`src/rtl/ir_score_tracker_pkg.sv`:
```
// ----------------------------------------------------------------------------
// ir_score_pkg
// Shared types, constants and increment helpers for the IR score tracker.
// This package has no ports. It provides:
//   bcd_digit_t    one BCD digit (0..9)
//   bcd_score_t    two-digit BCD score {tens, units}
//   bcd_inc()      BCD score + 1, wrapping 99 -> 00
//   bin_inc()      binary score + 1, wrapping 99 -> 0
// ----------------------------------------------------------------------------
package ir_score_pkg;

    localparam int BCD_MAX_DIGIT = 9;
    localparam int SCORE_MAX     = 99;
    localparam int SCORE_BIN_W   = 7;

    typedef logic [3:0] bcd_digit_t;

    typedef struct packed {
        bcd_digit_t tens;
        bcd_digit_t units;
    } bcd_score_t;

    // The units digit wraps to 0 with a carry into tens. Tens also wraps, so 99 becomes 00.
    function automatic bcd_score_t bcd_inc(input bcd_score_t s);
        bcd_score_t r;
        // NOTE: blocking assignments are right here; a function computes a value and holds no state.
        r = s;
        if (s.units == bcd_digit_t'(BCD_MAX_DIGIT)) begin
            r.units = '0;
            r.tens  = (s.tens == bcd_digit_t'(BCD_MAX_DIGIT)) ? '0 : s.tens + 4'd1;
        end else begin
            r.units = s.units + 4'd1;
        end
        return r;
    endfunction

    // Binary shadow of bcd_inc, so score_bin never needs a BCD-to-binary multiply.
    function automatic logic [SCORE_BIN_W-1:0] bin_inc(input logic [SCORE_BIN_W-1:0] b);
        return (b == SCORE_BIN_W'(SCORE_MAX)) ? '0 : b + 7'd1;
    endfunction

endpackage

```
`src/rtl/ir_score_tracker_if.sv`:
```
// ----------------------------------------------------------------------------
// ir_score_tracker_if
// Bundles the sensor, control and score signals of ir_score_tracker.
//   enable     1 = hits are counted
//   clear      synchronous clear for a new game
//   ir_sensor  raw asynchronous beam sensors, one bit per channel
//   hit_pulse  one-cycle pulse for each counted hit
//   score_bcd  per channel {tens, units}; channel 0 is in [7:0]
//   score_bin  per channel binary score; channel 0 is in [6:0]
//   winner     channels that reached the winning score
//   game_over  set when any winner bit is set
// Modports: master is the game controller and sensors. slave is the tracker.
// ----------------------------------------------------------------------------
interface ir_score_tracker_if
    import ir_score_pkg::*;
#(
    parameter int NUM_CH = 2
);
    logic                          enable;
    logic                          clear;
    logic [NUM_CH-1:0]             ir_sensor;
    logic [NUM_CH-1:0]             hit_pulse;
    logic [8*NUM_CH-1:0]           score_bcd;
    logic [SCORE_BIN_W*NUM_CH-1:0] score_bin;
    logic [NUM_CH-1:0]             winner;
    logic                          game_over;

    modport master (
        output enable, clear, ir_sensor,
        input  hit_pulse, score_bcd, score_bin, winner, game_over
    );

    modport slave (
        input  enable, clear, ir_sensor,
        output hit_pulse, score_bcd, score_bin, winner, game_over
    );
endinterface

```
`src/rtl/ir_score_tracker_debounce.sv`:
```
// ----------------------------------------------------------------------------
// ir_debounce
// Debounces one IR sensor channel:
//   1. a two-flop synchroniser,
//   2. a stable-time filter: the filtered level follows the synchronised
//      input only after DEBOUNCE_CYC consecutive cycles of disagreement,
//   3. a rising-edge detector on the filtered level.
// Ports:
//   clk_100MHz  system clock
//   reset       synchronous, active-high reset
//   sensor      raw asynchronous sensor input
//   rise        high for one cycle after the filtered level goes 0 -> 1
// ----------------------------------------------------------------------------
module ir_debounce #(
    parameter int DEBOUNCE_CYC = 1000000
) (
    input  logic clk_100MHz,
    input  logic reset,
    input  logic sensor,
    output logic rise
);
    localparam int               CNT_W    = (DEBOUNCE_CYC > 2) ? $clog2(DEBOUNCE_CYC) : 1;
    localparam logic [CNT_W-1:0] CNT_LAST = CNT_W'(DEBOUNCE_CYC - 1);

    logic             s1;
    logic             s2;
    logic             filt;
    logic             filt_q;
    logic [CNT_W-1:0] cnt;

    always_ff @(posedge clk_100MHz) begin
        if (reset) begin
            s1     <= 1'b0;
            s2     <= 1'b0;
            filt   <= 1'b0;
            filt_q <= 1'b0;
            cnt    <= '0;
        end else begin
            // NOTE: non-blocking assignments keep s1 -> s2 as two real flop stages.
            // Blocking assignments would collapse them into one stage.
            s1     <= sensor;
            s2     <= s1;
            filt_q <= filt;
            if (s2 == filt) begin
                cnt <= '0;
            end else if (cnt == CNT_LAST) begin
                filt <= s2;
                cnt  <= '0;
            end else begin
                cnt <= cnt + CNT_W'(1);
            end
        end
    end

    assign rise = filt & ~filt_q;

endmodule

```
`src/rtl/ir_score_tracker.sv`:
```
// ----------------------------------------------------------------------------
// ir_score_tracker
// Multi-channel IR goal/score tracker. It contains one ir_debounce per channel
// and keeps a two-digit BCD score per channel, with a binary copy of the same
// score. With IR_SCORE_WIN_EN defined it also detects a winner.
// Ports:
//   clk_100MHz  system clock, 100 MHz
//   reset       synchronous, active-high reset; takes priority over clear
//   bus         ir_score_tracker_if.slave (enable, clear, ir_sensor in;
//               hit_pulse, score_bcd, score_bin, winner, game_over out)
// Configuration macro IR_SCORE_WIN_EN:
//   defined   A hit that brings a channel to WIN_SCORE sets that channel's
//             winner bit and sets game_over. game_over then freezes all
//             scores until clear or reset.
//   undefined winner and game_over are tied to 0. Scores wrap 99 -> 00.
// ----------------------------------------------------------------------------
module ir_score_tracker
    import ir_score_pkg::*;
#(
    parameter int NUM_CH       = 2,
    parameter int DEBOUNCE_CYC = 1000000,
    parameter int WIN_SCORE    = 11
) (
    input logic                clk_100MHz,
    input logic                reset,
    ir_score_tracker_if.slave  bus
);
    logic [NUM_CH-1:0]             rise;
    logic [NUM_CH-1:0]             hit;
    logic [NUM_CH-1:0]             hit_q;
    logic [NUM_CH-1:0]             winner_q;
    logic                          game_over_q;
    bcd_score_t                    score_q [NUM_CH];
    logic [SCORE_BIN_W-1:0]        bin_q   [NUM_CH];
    logic [8*NUM_CH-1:0]           bcd_flat;
    logic [SCORE_BIN_W*NUM_CH-1:0] bin_flat;

    for (genvar g = 0; g < NUM_CH; g++) begin : g_ch
        ir_debounce #(
            .DEBOUNCE_CYC (DEBOUNCE_CYC)
        ) u_debounce (
            .clk_100MHz (clk_100MHz),
            .reset      (reset),
            .sensor     (bus.ir_sensor[g]),
            .rise       (rise[g])
        );
    end

    // A rise that arrives while enable is low, or after game over, is consumed
    // here. It is never counted later.
    assign hit = rise & {NUM_CH{bus.enable & ~game_over_q}};

    // Reset and clear have the same effect on the score state. The debounce
    // state sits in the submodules and only reset reaches it.
    always_ff @(posedge clk_100MHz) begin
        if (reset || bus.clear) begin
            hit_q <= '0;
            // NOTE: the score array is a handful of flops, not a RAM, so every entry is reset explicitly.
            for (int i = 0; i < NUM_CH; i++) begin
                score_q[i] <= '0;
                bin_q[i]   <= '0;
            end
        end else begin
            hit_q <= hit;
            for (int i = 0; i < NUM_CH; i++) begin
                if (hit[i]) begin
                    score_q[i] <= bcd_inc(score_q[i]);
                    bin_q[i]   <= bin_inc(bin_q[i]);
                end
            end
        end
    end

`ifdef IR_SCORE_WIN_EN
    localparam logic [SCORE_BIN_W-1:0] WIN_BIN = SCORE_BIN_W'(WIN_SCORE);

    // Sets on the edge where a hit makes the score equal WIN_SCORE.
    // Several channels can win on the same edge.
    always_ff @(posedge clk_100MHz) begin
        if (reset || bus.clear) begin
            winner_q <= '0;
        end else begin
            for (int i = 0; i < NUM_CH; i++) begin
                if (hit[i] && (bin_inc(bin_q[i]) == WIN_BIN)) begin
                    winner_q[i] <= 1'b1;
                end
            end
        end
    end

    assign game_over_q = |winner_q;
`else
    logic unused_win_score;

    assign unused_win_score = (WIN_SCORE != 0);
    assign winner_q         = '0;
    assign game_over_q      = 1'b0;
`endif

    // Packs the per-channel scores into the flat bus vectors; channel 0 goes in the low bits.
    always_comb begin
        // NOTE: default assignment first so no bit is left unassigned on any path (no latch).
        bcd_flat = '0;
        bin_flat = '0;
        for (int i = 0; i < NUM_CH; i++) begin
            bcd_flat[8*i +: 8]                     = score_q[i];
            bin_flat[SCORE_BIN_W*i +: SCORE_BIN_W] = bin_q[i];
        end
    end

    assign bus.hit_pulse = hit_q;
    assign bus.score_bcd = bcd_flat;
    assign bus.score_bin = bin_flat;
    assign bus.winner    = winner_q;
    assign bus.game_over = game_over_q;

endmodule
```
`src/flat_wrapper.sv`:
```
// flat-port wrapper written by rule: the top's interface ports become plain ports
module ir_score_tracker_flat import ir_score_pkg::*;
#(
    parameter int NUM_CH       = 2,
    parameter int DEBOUNCE_CYC = 1000000,
    parameter int WIN_SCORE    = 11
)
  (clk_100MHz, reset, bus_enable, bus_clear, bus_ir_sensor, bus_hit_pulse, bus_score_bcd, bus_score_bin, bus_winner, bus_game_over);
  ir_score_tracker_if #(.NUM_CH(NUM_CH)) bus_i ();
  input logic clk_100MHz;
  input logic reset;
  input wire logic [$bits(bus_i.enable)-1:0] bus_enable;
  input wire logic [$bits(bus_i.clear)-1:0] bus_clear;
  input wire logic [$bits(bus_i.ir_sensor)-1:0] bus_ir_sensor;
  output wire logic [$bits(bus_i.hit_pulse)-1:0] bus_hit_pulse;
  output wire logic [$bits(bus_i.score_bcd)-1:0] bus_score_bcd;
  output wire logic [$bits(bus_i.score_bin)-1:0] bus_score_bin;
  output wire logic [$bits(bus_i.winner)-1:0] bus_winner;
  output wire logic [$bits(bus_i.game_over)-1:0] bus_game_over;
  assign bus_i.enable = bus_enable;
  assign bus_i.clear = bus_clear;
  assign bus_i.ir_sensor = bus_ir_sensor;
  assign bus_hit_pulse = bus_i.hit_pulse;
  assign bus_score_bcd = bus_i.score_bcd;
  assign bus_score_bin = bus_i.score_bin;
  assign bus_winner = bus_i.winner;
  assign bus_game_over = bus_i.game_over;
  ir_score_tracker #(.NUM_CH(NUM_CH), .DEBOUNCE_CYC(DEBOUNCE_CYC), .WIN_SCORE(WIN_SCORE)) u_core (.clk_100MHz(clk_100MHz), .reset(reset), .bus(bus_i));
endmodule
```
`config.mk`:
```
export PLATFORM = sky130hd
export DESIGN_NAME = ir_score_tracker_flat
export DESIGN_NICKNAME = d
export VERILOG_FILES = /design/src/rtl/ir_score_tracker_pkg.sv /design/src/rtl/ir_score_tracker_if.sv /design/src/rtl/ir_score_tracker_debounce.sv /design/src/rtl/ir_score_tracker.sv /design/src/flat_wrapper.sv
export SDC_FILE = /design/constraint.sdc
export NUM_CORES = 1
export LEC_CHECK = 0
export ABC_AREA = 1
export CORE_MARGIN = 8
export CORE_UTILIZATION = 51
export DETAILED_ROUTE_END_ITERATION = 16
export PLACE_DENSITY = 0.75
export SYNTH_ARGS = -nofsm -noshare
export SYNTH_HDL_FRONTEND = slang
export SYNTH_SLANG_ARGS = --single-unit
```
`constraint.sdc`:
```
create_clock -name clk_100MHz -period 1.93 [get_ports clk_100MHz]
set_input_delay 0.4825 -clock clk_100MHz [delete_from_list [all_inputs] [get_ports clk_100MHz]]
set_output_delay 0.4825 -clock clk_100MHz [all_outputs]
set_load 0.01 [all_outputs]
```
* Word level (Yosys, flattened, before mapping)
Memory sizes are Yosys's and may differ from the RTL's.
Cells that the tools add are included.
** Operators by class
- Add/subtract/negate cells :: 8
- Equality and inequality tests :: 10
- Multiplexer cells :: 28
- Bitwise gates (word level) :: 11
- Reduce and logical (&&, ||, !) cells :: 5
** Operators by type and width (count)
- $mux W4 :: 14
- $add A20 B1 Y20 const B :: 2
- $eq A20 B20 Y1 const B :: 2
- $mux W7 :: 4
- $add A4 B1 Y4 const B :: 4
- $eq A4 B4 Y1 const B :: 4
- $mux W8 :: 2
- $add A7 B1 Y7 const B :: 2
- $eq A7 B7 Y1 const B :: 2
- $mux W1 :: 8
- $reduce_or A3 Y1 :: 2
- $not A1 Y1 :: 4
- $or A1 B1 Y1 :: 4
- $reduce_and A2 Y1 :: 2
- $and A1 B1 Y1 :: 2
- $and A2 B2 Y2 :: 1
- $eq A1 B1 Y1 :: 2
- $logic_or A1 B1 Y1 :: 1
** Storage, ports and cells
- Register bits after elaboration :: 50
- Bits in writable memories :: 30
- Input bits :: 6
- Output and inout bits :: 35
- Logic and storage cells :: 75
- Memories kept :: 2
** Memory list
- u_core.score_q :: depth 2, bits a word 8, rd ports 2, clocked after Yosys merged registers in 0, write ports 2, RTL line ir_score_tracker.sv:33 : bcd_score_t score_q [NUM_CH];
- u_core.bin_q :: depth 2, bits a word 7, rd ports 2, clocked after Yosys merged registers in 0, write ports 2, RTL line ir_score_tracker.sv:34 : logic [SCORE_BIN_W-1:0] bin_q [NUM_CH];

* Logic depth before layout (Yosys ltp)
- Word-level depth :: 7
- Gate-level depth with buffers :: 9
- Mapped depth without buffers :: 9

* Cells and area by module
From an unflattened synthesis, not the netlist that was laid out.
** Second synthesis, totals
- Cell total of the unflattened synthesis :: 506
- Area total of the unflattened synthesis :: 4130.2 µm²
** By module, submodules not included
- ir_debounce :: instances 2, cells each 168, area each 1219.9 µm², sequential area each 480.5 µm²
- ir_score_tracker :: instances 1, cells each 170, area each 1690.4 µm², sequential area each 940.9 µm²

* Least setup slack after synthesis
OpenSTA, ideal clock, no wires.
- Path type :: input -> register
- From :: input port reset
- To :: memory u_core.score_q[0][12] in the netlist's numbering, enable pin
- Setup time :: 365 ps
- Data arrival time :: 1477 ps
- Required time :: 1565 ps
- Slack :: 88 ps
- Cell stages on the path :: 5
- Path buffers :: 1
- Cells stage by stage :: buf_6 > or2_4 > inv_1 > nand2_1 > a21boi_0
** RTL lines
- start: declaration :: RTL line flat_wrapper.sv:11 : input logic reset;
- end: declaration :: RTL line ir_score_tracker.sv:33

==> reports/summary.log <==
INFO  route          via_per_inst=4.94
INFO  logic_synthesis synthesis.yosys.warnings=0
INFO  route          met2_wirelength=3600um
INFO  route          routedLengthMet1=3380um
INFO  final_layout   final_core_utilization=62.6%
INFO  sta            min_cycle_time_layout=1.86ns
INFO  die            design.core.area=7610um2
INFO  route          drt_wl_total=7420um
INFO  sta            setup_slack=0.0693ns
INFO  cts            cts-root-to-sink-buffers=2
INFO  route          routed.top_layer=met4
INFO  setup_path     ff_to_ff_end=u_core.score_q[0][5]
INFO  power          totalPowerFinal=3.61mW
INFO  global_route   grt_max_degree=20
INFO  logic_synthesis flop_and_latch_count_out_of_synthesis=80
INFO  sta            final_max_slew_viol_count=0
INFO  sta            timing.final.crit_share=96.4%
INFO  place          detailed_place_hpwl=5610um
INFO  sta            maxSlewHeadroom=63.3%
INFO  hold_path      holdCritPathClass=register to register
INFO  cts            tritoncts=yes
INFO  power          standby_leakage_power=1.63nW
INFO  setup_path     worst_ep_arrival_time=1.38ns
INFO  power          vdd.ir_drop.worst=0.000499V
INFO  route          number_of_vias_in_the_routed_layout=3169
INFO  die            floorplan.initialDensity=52.0%
INFO  cts            cts-hold-fix-buffers=0
INFO  setup_path     critPathCapture=bus_score_bcd[12]
INFO  global_route   first_global_vias=3014
INFO  sta            setup_clock_skew_after_layout=0.0139ns
INFO  place          io_buffers=37
INFO  setup_path     path_cells=clkdlybuf4s50_1
INFO  logic_synthesis synth_seq_area_share=48.0%
INFO  route          drc_errors=0
INFO  global_route   grt_antenna_before_repair=0
INFO  logic_synthesis synth_instances=479
INFO  place          dp_slack=-0.160ns
INFO  setup_path     path_max_fanout=5
INFO  global_route   global_route_wire_length_before_repair=13100um
INFO  setup_path     critical_path_class=register to output pin
INFO  logic_synthesis synth-edff-count=30
INFO  route          met3_length=368um
INFO  global_route   grt_util_all_layers=14.2%
INFO  setup_path     critical_path.reg2reg.startpoint=u_core.score_q[0][1]
INFO  final_layout   finalNetCount=552
INFO  flow_run       maxCapViolCount=0
INFO  place          globalplace.congestion=0.893
INFO  cts            worst_skew_pair_latency=0.34ns
INFO  logic_synthesis postSynthAreaPerCell=8.26um2
INFO  run_status     result_of_the_run=finished clean
INFO  route          post_drt_wl_per_cell=11.6um
INFO  route          antenna_violating_nets_post_route=0
INFO  logic_synthesis netlist_area_before_placement=3960um2
INFO  sta            final_hold_violation_count=0
INFO  final_layout   syn_to_final_growth=20.3%
INFO  setup_path     worstPathRequired=1.45ns
INFO  die            io_pins=41
INFO  cts            tritoncts.num_buffers=9
INFO  setup_path     critPathTopFamily=buffers and inverters
INFO  die            fp.dieArea=10800um2
INFO  die            die-width=104um
INFO  die            placement_rows=32
INFO  final_layout   final_layout_size_suffix_gt1_share=10.6%
INFO  setup_path     worst-r2r-cell-count=4
INFO  route          first_iter_violations=165
INFO  setup_path     slowest_cell_on_the_critical_path=clkdlybuf4s50_1
INFO  cts            clkSinkCount=80
INFO  final_layout   design_area=4760um2
INFO  sta            final-setup-viol-count=0
INFO  sta            grt_setup_unrepaired=false
INFO  cts            htree_levels=3
INFO  setup_path     timing.critical_path.depth=1
INFO  die            dieHeight=104um
INFO  power          power_per_cell_area=758nW/um2
INFO  setup_path     setup.worst_path.start_class=register
INFO  setup_path     critical-path-max-stage-delay=0.59ns
INFO  cts            cell_at_the_root_of_the_clock_tree=clkbuf_8
INFO  logic_synthesis yosysUniqueCellTypes=36
INFO  cts            clk_pin_slew_worst_setup_hold_paths=0.07ns
INFO  setup_path     critical_path.endpoint_type=output pin
INFO  sta            hold_slack=0.407ns
INFO  final_layout   diodes=0
INFO  logic_synthesis ys_async_sr_fraction=0%
INFO  place          post_dp_cell_area=4470um2
INFO  sta            timing_worst_slew_pin_value=0.545ns
INFO  logic_synthesis synth_top_flop_cell=dfxtp_1
INFO  route          detailedRoute.firstPassIterationCount=5
INFO  sta            fmaxAchievable=537MHz
INFO  setup_path     timing.reg2reg.setup_slack=0.31ns
INFO  setup_path     crit_buf_inv=1
INFO  global_route   gr_ovfl_total=0
INFO  setup_path     cp-startpoint=u_core.score_q[0][12]
-- state kept, by name, indices dropped and copies added, names as in the netlist --
| signal | flops |
|---|---|
| u_core.g_ch.u_debounce.filt | 2 |
| u_core.bin_q | 14 |
| u_core.g_ch.u_debounce.cnt | 40 |
| u_core.bus.hit_pulse | 2 |
| u_core.g_ch.u_debounce.filt_q | 2 |
| u_core.score_q | 16 |
| u_core.g_ch.u_debounce.s1 | 2 |
| u_core.g_ch.u_debounce.s2 | 2 |
-- layer usage --
metal	up-vias	global-route usage, %
met5	-	0
met4	0	5.79
met3	6	3.41
met2	66	24.9
met1	1462	16.1
li1	1635	-
-- worst min-delay path by stage --
stage	startpoint	end	slack (ns)	depth (start not counted)
final	u_core.g_ch[1].u_debounce.s1	u_core.g_ch[1].u_debounce.s2	0.41	2
after global placement	u_core.g_ch[1].u_debounce.s1	u_core.g_ch[1].u_debounce.s2	0.39	2
after detailed placement	u_core.g_ch[1].u_debounce.s1	u_core.g_ch[1].u_debounce.s2	0.40	2
after global routing	u_core.g_ch[1].u_debounce.s1	u_core.g_ch[1].u_debounce.s2	0.42	2
after CTS	u_core.g_ch[1].u_debounce.s1	u_core.g_ch[1].u_debounce.s2	0.40	2
after floorplan	u_core.g_ch[0].u_debounce.s1	u_core.g_ch[0].u_debounce.s2	0.39	2
-- synthesized netlist by cell type (2+ instances only) --
| library cell | n | share of area, % |
|---|---|---|
| xor2_1 | 17 | 3.8 |
| nand2_2 | 2 | 0.32 |
| nor3b_2 | 2 | 0.63 |
| o21ai_0 | 5 | 0.63 |
| buf_6 | 2 | 0.57 |
| inv_1 | 43 | 4.1 |
| a21oi_1 | 16 | 2.0 |
| nand2_4 | 3 | 0.85 |
| nor2_1 | 109 | 10 |
| nand3b_1 | 7 | 1.3 |
| nor3_1 | 7 | 0.88 |
| nand4_1 | 7 | 1.1 |
| buf_4 | 4 | 0.76 |
| edfxtp_1 | 30 | 23 |
| xnor2_1 | 13 | 2.9 |
| nor2_2 | 11 | 1.7 |
| a21boi_0 | 2 | 0.38 |
| dfxtp_1 | 50 | 25 |
| or2_2 | 4 | 0.63 |
| ha_1 | 12 | 3.8 |
| nand3_1 | 28 | 3.5 |
| nand2_1 | 91 | 8.6 |
-- per-stage QoR --
step | TNS [ns] | cells
floorplan | 0 | 481
global placement | -0.878 | 622
detailed placement | -1.44 | 622
CTS | 0 | 638
global route | 0 | 641
finish | 0 | 641
-- layout make-up --
| class | instances | area, um2 |
|---|---|---|
| clock buffers | 9 | 124 |
| clock inverters | 7 | 143 |
| fillers | 683 | 2850 |
| inverters | 44 | 165 |
| multi-input cells | 351 | 1850 |
| flip-flops and latches | 80 | 1900 |
| well taps | 102 | 128 |
| repair buffers | 48 | 453 |
-- what timing repair did --
item                       4_1_cts  5_1_grt
resized for setup                0        0
setup buffers                    0        3
setup endpoints to repair        0        1
-- placed cells by master, fill, tap and decap left out, types with 2 or more instances in the layout --
cell	instances
or2_2	4
nor3b_2	2
nand2_2	2
nand3b_1	7
nor3_1	7
nor2_2	11
o21ai_0	5
a21boi_0	2
conb_1	3
nand3_1	28
nor2_1	109
xor2_1	17
a21oi_1	16
ha_1	12
edfxtp_1	30
nand2_4	3
inv_1	43
nand2_1	91
buf_4	11
xnor2_1	13
nand4_1	7
clkbuf_8	9
clkdlybuf4s50_1	37
dfxtp_1	50
bufinv_16	4
-- power by group --
part	switching (mW)	leakage (nW)	total, mW	internal, mW
logic	0.0875	0.770	0.189	0.101
clock network	0.600	0.134	1.59	0.995
registers	0.0426	0.730	1.83	1.78
-- cells by family after synthesis --
logic type	count (synthesis)	share of synthesized area, %
xor gates and xnor gates	30	6.64
and+or+nand+nor	277	31.3
adders and majority gates	12	3.79
other	1	0.0947
DFF	80	48.0
buffers and inverters	50	5.50
AOI/OAI and AO/OA	29	4.61
-- worst min-delay path: stages (launching register included) --
cell	delay (ns)
dfxtp_1	0.30
inv_1	0.04
nor2_1	0.03
Power figures use the tool's default switching activity.
==> RTL edit 1: new RTL, same settings <==
Change the package constant `SCORE_BIN_W` from 7 to 6.
--- a/src/rtl/ir_score_tracker_pkg.sv
+++ b/src/rtl/ir_score_tracker_pkg.sv
@@ -12,5 +12,5 @@
     localparam int BCD_MAX_DIGIT = 9;
     localparam int SCORE_MAX     = 99;
-    localparam int SCORE_BIN_W   = 7;
+    localparam int SCORE_BIN_W   = 6;
 
     typedef logic [3:0] bcd_digit_t;
Ports: changed (resized bus_score_bin); port bits go from 41 to 39. No check against the original RTL was run, so the function may have changed too.
==> RTL edit 1 against the unedited design <==
  * Cell area is 3.0% lower
  * Power decreased by 9.4%
  * Wire length grew 1.8%
  * Worst hold slack got worse by 1.1 ps
  * Area after synthesis down 2.0%
  * Clock skew fell by 0.58 ps
  * Sequential cell count shrank 2
  * Worst setup slack gained 4.9 ps
  * First-iteration DRC count is 22% lower
  * Largest power group unchanged
==> RTL edit 1: results <==
metrics = {
    "clock_tree": {
        "worst_skew_pair.late_latency_ps": 360,
        "cts.clk_slew.worst_paths_ps": 90,
        "root_buffer": "clkbuf_8",
    },
    "synth": {
        "synth-xor-area-share_pct": 5.87,
        "synthTopCellsByCount": "nor2_1, nand2_1, inv_1",
        "synth_cell_types": 30,
        "synth_enable_flop_cells": 28,
        "synthAdderAreaFrac_pct": 3.87,
        "synth.top_cells.by_area": "dfxtp_1, edfxtp_1, nor2_1",
        "synth_compound_area_share_pct": 4.64,
        "syn_inst": 499,
        "yosysSeqAreaShare_pct": 47.5,
    },
    "setup_path": {
        "slowest_delay_ps": 570,
        "critPathMaxFanout": 5,
        "rrSetupSlack_ps": 210,
        "rr_endpoint": "u_core.g_ch[0].u_debounce.cnt[11]",
        "crit_arrival_ps": 1370,
        "reg2reg_from": "u_core.g_ch[0].u_debounce.cnt[0]",
        "reg2reg_depth": 6,
        "critPathLaunch": "u_core.bin_q[0][4]",
    },
    "placed_design": {
        "dp_cells": 641,
        "dp_hpwl_um": 5680,
        "port_buffers": 35,
        "dp_slack_ps": -49.5,
        "gp_congestion": 0.900,
        "place_area_um2": 4400,
    },
    "final_layout": {
        "layout.nets": 568,
        "fillers": 668,
        "drive_above_1_share_pct": 6.31,
        "reg_top3": "u_core.g_ch.u_debounce.cnt (40), u_core.score_q (16), u_core.bin_q (12)",
        "insertedDiodeCount": 0,
        "ff_latch_area_um2": 1840,
    },
    "global_route": {
        "grt_pass1_wl_um": 12800,
        "track_usage_pct": 15.3,
        "grt_max_degree": 19,
        "grt_pass1_vias": 3004,
    },
    "hold_path": {
        "hp-start": "u_core.g_ch[0].u_debounce.s1",
        "holdPathEnd": "u_core.g_ch[0].u_debounce.s2",
    },
    "power_and_ir_drop": {
        "internal_power_mw": 2.56,
        "power_switching_share_pct": 21.9,
        "pwr.group.clock_mw": 1.32,
        "peakVddDrop_v": 0.000450,
        "p_leak_nw": 1.69,
        "seq_power_mw": 1.77,
    },
    "route": {
        "drtIter0Drc": 128,
        "vias_per_cell": 4.77,
        "dr.pass1.iters": 4,
        "wl_um": 7560,
        "routedWlPerCell_um": 11.5,
    },
    "timing": {
        "fin_skew_ps": 13.3,
        "fin_hold_ws_ps": 406,
    },
    "outcome": {
        "status": "complete, no violations",
    },
}
==> RTL edit 1: worst max path at each step <==
| stage | depth (start not counted) | to | slack [ps] |
|---|---|---|---|
| finish | 1 | bus_score_bin[4] | 70 |
| global route | 6 | u_core.g_ch[0].u_debounce.cnt[11] | 9 |
| CTS | 1 | bus_score_bin[4] | 50 |
| detailed placement | 6 | u_core.bin_q[0][5] | -50 |
| global placement | 6 | u_core.score_q[0][4] | 40 |
| floorplan | 5 | u_core.score_q[0][12] | 40 |
==> RTL edit 1: area by class of cell <==
| class | count | share of cell area, % |
|---|---|---|
| sequential | 78 | 39.9 |
| timing repair buffer | 45 | 9.49 |
| clock buffer | 10 | 2.76 |
| inverter | 61 | 4.96 |
| multi-input combinational | 355 | 38.2 |
| clock inverter | 6 | 1.90 |
| tap | 102 | 2.76 |
==> RTL edit 1: layer usage <==
layer	global-route usage, %	vias up	share of wire (%)
met5	0	-	0
met4	7.12	0	1.5
met3	3.61	11	5.1
met2	26.0	53	47
met1	17.8	1404	46
li1	-	1665	-
==> RTL edit 2: new RTL, same settings <==
Without the edit above. Add a define of `IR_SCORE_WIN_EN`.
--- a/src/rtl/ir_score_tracker.sv
+++ b/src/rtl/ir_score_tracker.sv
@@ -15,4 +15,6 @@
 //   undefined winner and game_over are tied to 0. Scores wrap 99 -> 00.
 // ----------------------------------------------------------------------------
+`define IR_SCORE_WIN_EN
+
 module ir_score_tracker
     import ir_score_pkg::*;
Check against the original RTL: no difference found for any inputs over 10 cycles, from zero or initial values and one cycle with reset high; that may be too few to reach the edited logic, so the function may still have changed.
==> RTL edit 2 against the unedited design <==
  * Largest cell class unchanged
  * Die area up 2.9%
  * Via count grew 12%
  * Clock power shrank 27%
  * Critical path type unchanged
  * Area after synthesis up 3.4%
  * Sequential cell count grew 2
  * Global-route usage grew 1.8 points
  * Cell area increased by 3.5%
  * Wire length rose by 17%
  * Power is 10% lower
  * Worst setup slack got worse by 13 ps
  * Cell count rose by 8.7%
==> RTL edit 2: results <==
metrics = {
    "synth": {
        "synth-xor-area-share_pct": 4.06,
        "synth_cell_types": 27,
        "synth_compound_area_share_pct": 5.01,
        "synth.top_cells.by_area": "dfxtp_1, edfxtp_1, nor2_1",
        "synthAdderAreaFrac_pct": 4.28,
        "synthTopCellsByCount": "nor2_1, nand2_1, inv_1",
        "synth_warnings": 0,
        "avgSynthCellArea_um2": 7.77,
        "yosysSeqAreaShare_pct": 47.4,
    },
    "placed_design": {
        "dp_hpwl_um": 6590,
        "dp_cells": 679,
        "port_buffers": 40,
        "gp_congestion": 0.935,
    },
    "timing": {
        "fin_skew_ps": 9.24,
        "hold_violations": 0,
        "worstMarginPinSlew_ps": 558,
    },
    "route": {
        "dr.pass1.iters": 5,
        "routedWlPerCell_um": 12.5,
        "vias_per_cell": 5.10,
        "wl_um": 8690,
        "drtIter0Drc": 206,
    },
    "setup_path": {
        "rrSetupSlack_ps": 170,
        "reg2reg_depth": 8,
        "reg2reg_from": "u_core.g_ch[0].u_debounce.cnt[1]",
        "critPathMaxFanout": 4,
        "rr_endpoint": "u_core.g_ch[0].u_debounce.cnt[15]",
        "critPathLaunch": "u_core.bus.winner[0]",
        "crit_end": "bus_game_over",
    },
    "power_and_ir_drop": {
        "p_leak_nw": 1.86,
        "switchingPower_mw": 0.812,
        "peakVddDrop_v": 0.000419,
    },
    "final_layout": {
        "insertedDiodeCount": 0,
        "drive_above_1_share_pct": 7.73,
        "fillers": 684,
        "layout.nets": 610,
    },
    "global_route": {
        "grt_pass1_vias": 3440,
        "grt_max_degree": 17,
        "track_usage_pct": 16.0,
        "grt_pass1_wl_um": 14900,
    },
    "clock_tree": {
        "cts.clk_slew.worst_paths_ps": 90,
        "cts_inserted_buffers": 9,
        "worst_skew_pair.late_latency_ps": 350,
        "clockBufferDepth": 2,
    },
    "outcome": {
        "status": "complete, no violations",
    },
    "hold_path": {
        "hp-class": "register to register",
        "hp-start": "u_core.g_ch[0].u_debounce.s1",
    },
}
-- RTL edit 2: cell types whose count changed in the layout (fill, tap and decap cells not counted), moves of 4 or more --
cell,delta
a21oi_1,+7
buf_4,+6
bufinv_16,-4
inv_1,+29
nand2_1,+6
nand4_1,+6
nor2_2,-10
nor3_1,+16
o21ai_0,+4
xnor2_1,-5
xor2_1,-6
-- RTL edit 2: worst min path at each step --
| stage | cells after the start | to | slack [ps] |
|---|---|---|---|
| 3_3_place_gp | 2 | u_core.g_ch[1].u_debounce.s2 | 390 |
| 5_1_grt | 2 | u_core.g_ch[1].u_debounce.s2 | 440 |
| 2_1_floorplan | 2 | u_core.g_ch[0].u_debounce.s2 | 390 |
| 3_5_place_dp | 2 | u_core.g_ch[0].u_debounce.s2 | 400 |
| 4_1_cts | 2 | u_core.g_ch[0].u_debounce.s2 | 410 |
| 6_report | 2 | u_core.g_ch[0].u_debounce.s2 | 410 |
-- RTL edit 2: what timing repair did --
item | 4_1_cts | 5_1_grt
endpoints found under the setup margin | 2 | 30
setup buffers | 1 | 1
resized for setup | 1 | 8
hold buffers | 0 | 0
cloned | 0 | 0
pin swaps | 0 | 0
-- RTL edit 2: power groups by stage --
| stage | clock [mW] | combinational, mW | sequential, mW |
|---|---|---|---|
| 2_1_floorplan | 0 | 0.0788 | 1.92 |
| 3_3_place_gp | 0 | 0.202 | 1.90 |
| 5_1_grt | 1.26 | 0.235 | 1.87 |
| 3_5_place_dp | 0 | 0.207 | 1.91 |
| 6_report | 1.16 | 0.212 | 1.86 |
| 4_1_cts | 1.19 | 0.211 | 1.87 |
-- RTL edit 2: logic make-up after synthesis --
group / count (synthesis)
AND/OR/NAND/NOR: 296
flip-flops: 82
buffers and inverters: 78
AO/OA/AOI/OAI: 38
XOR/XNOR: 19
adder cells (fa/ha/maj): 14
-- RTL edit 2: layout make-up --
cell class,count,area share [%]
repair buffers,58,10.9
clock buffers,9,2.51
well taps,102,2.59
clock inverters,7,1.24
inverters,72,5.49
multi-input cells,367,37.7
flip-flops and latches,82,39.5
-- RTL edit 2: layer usage --
layer	global-route usage, %	up-vias	part of all wire (%)
li1	-	1828	-
met1	18.1	1609	44
met2	28.1	101	48
met3	3.35	16	6.1
met4	7.94	0	1.8
met5	0	-	0
-- RTL edit 2: stage by stage --
step                setup TNS [ps]  hold slack, ps  setup WS, ps  total power [mW]  area (um2)
finish                           0             406          55.9              3.24        4930
global route                     0             436         0.479              3.37        4930
CTS                          -3.15             408         -3.15              3.27        4890
detailed placement           -5100             396          -366              2.11        4700
global placement             -3170             392          -272              2.11        4700
floorplan                    -40.1             388         -5.01              2.00        4090
-- RTL edit 2: critical path, stage by stage, from the launching register on --
cell	delay [ps]
dfxtp_2	380
nor2_4	60
inv_1	60
clkdlybuf4s50_1	540
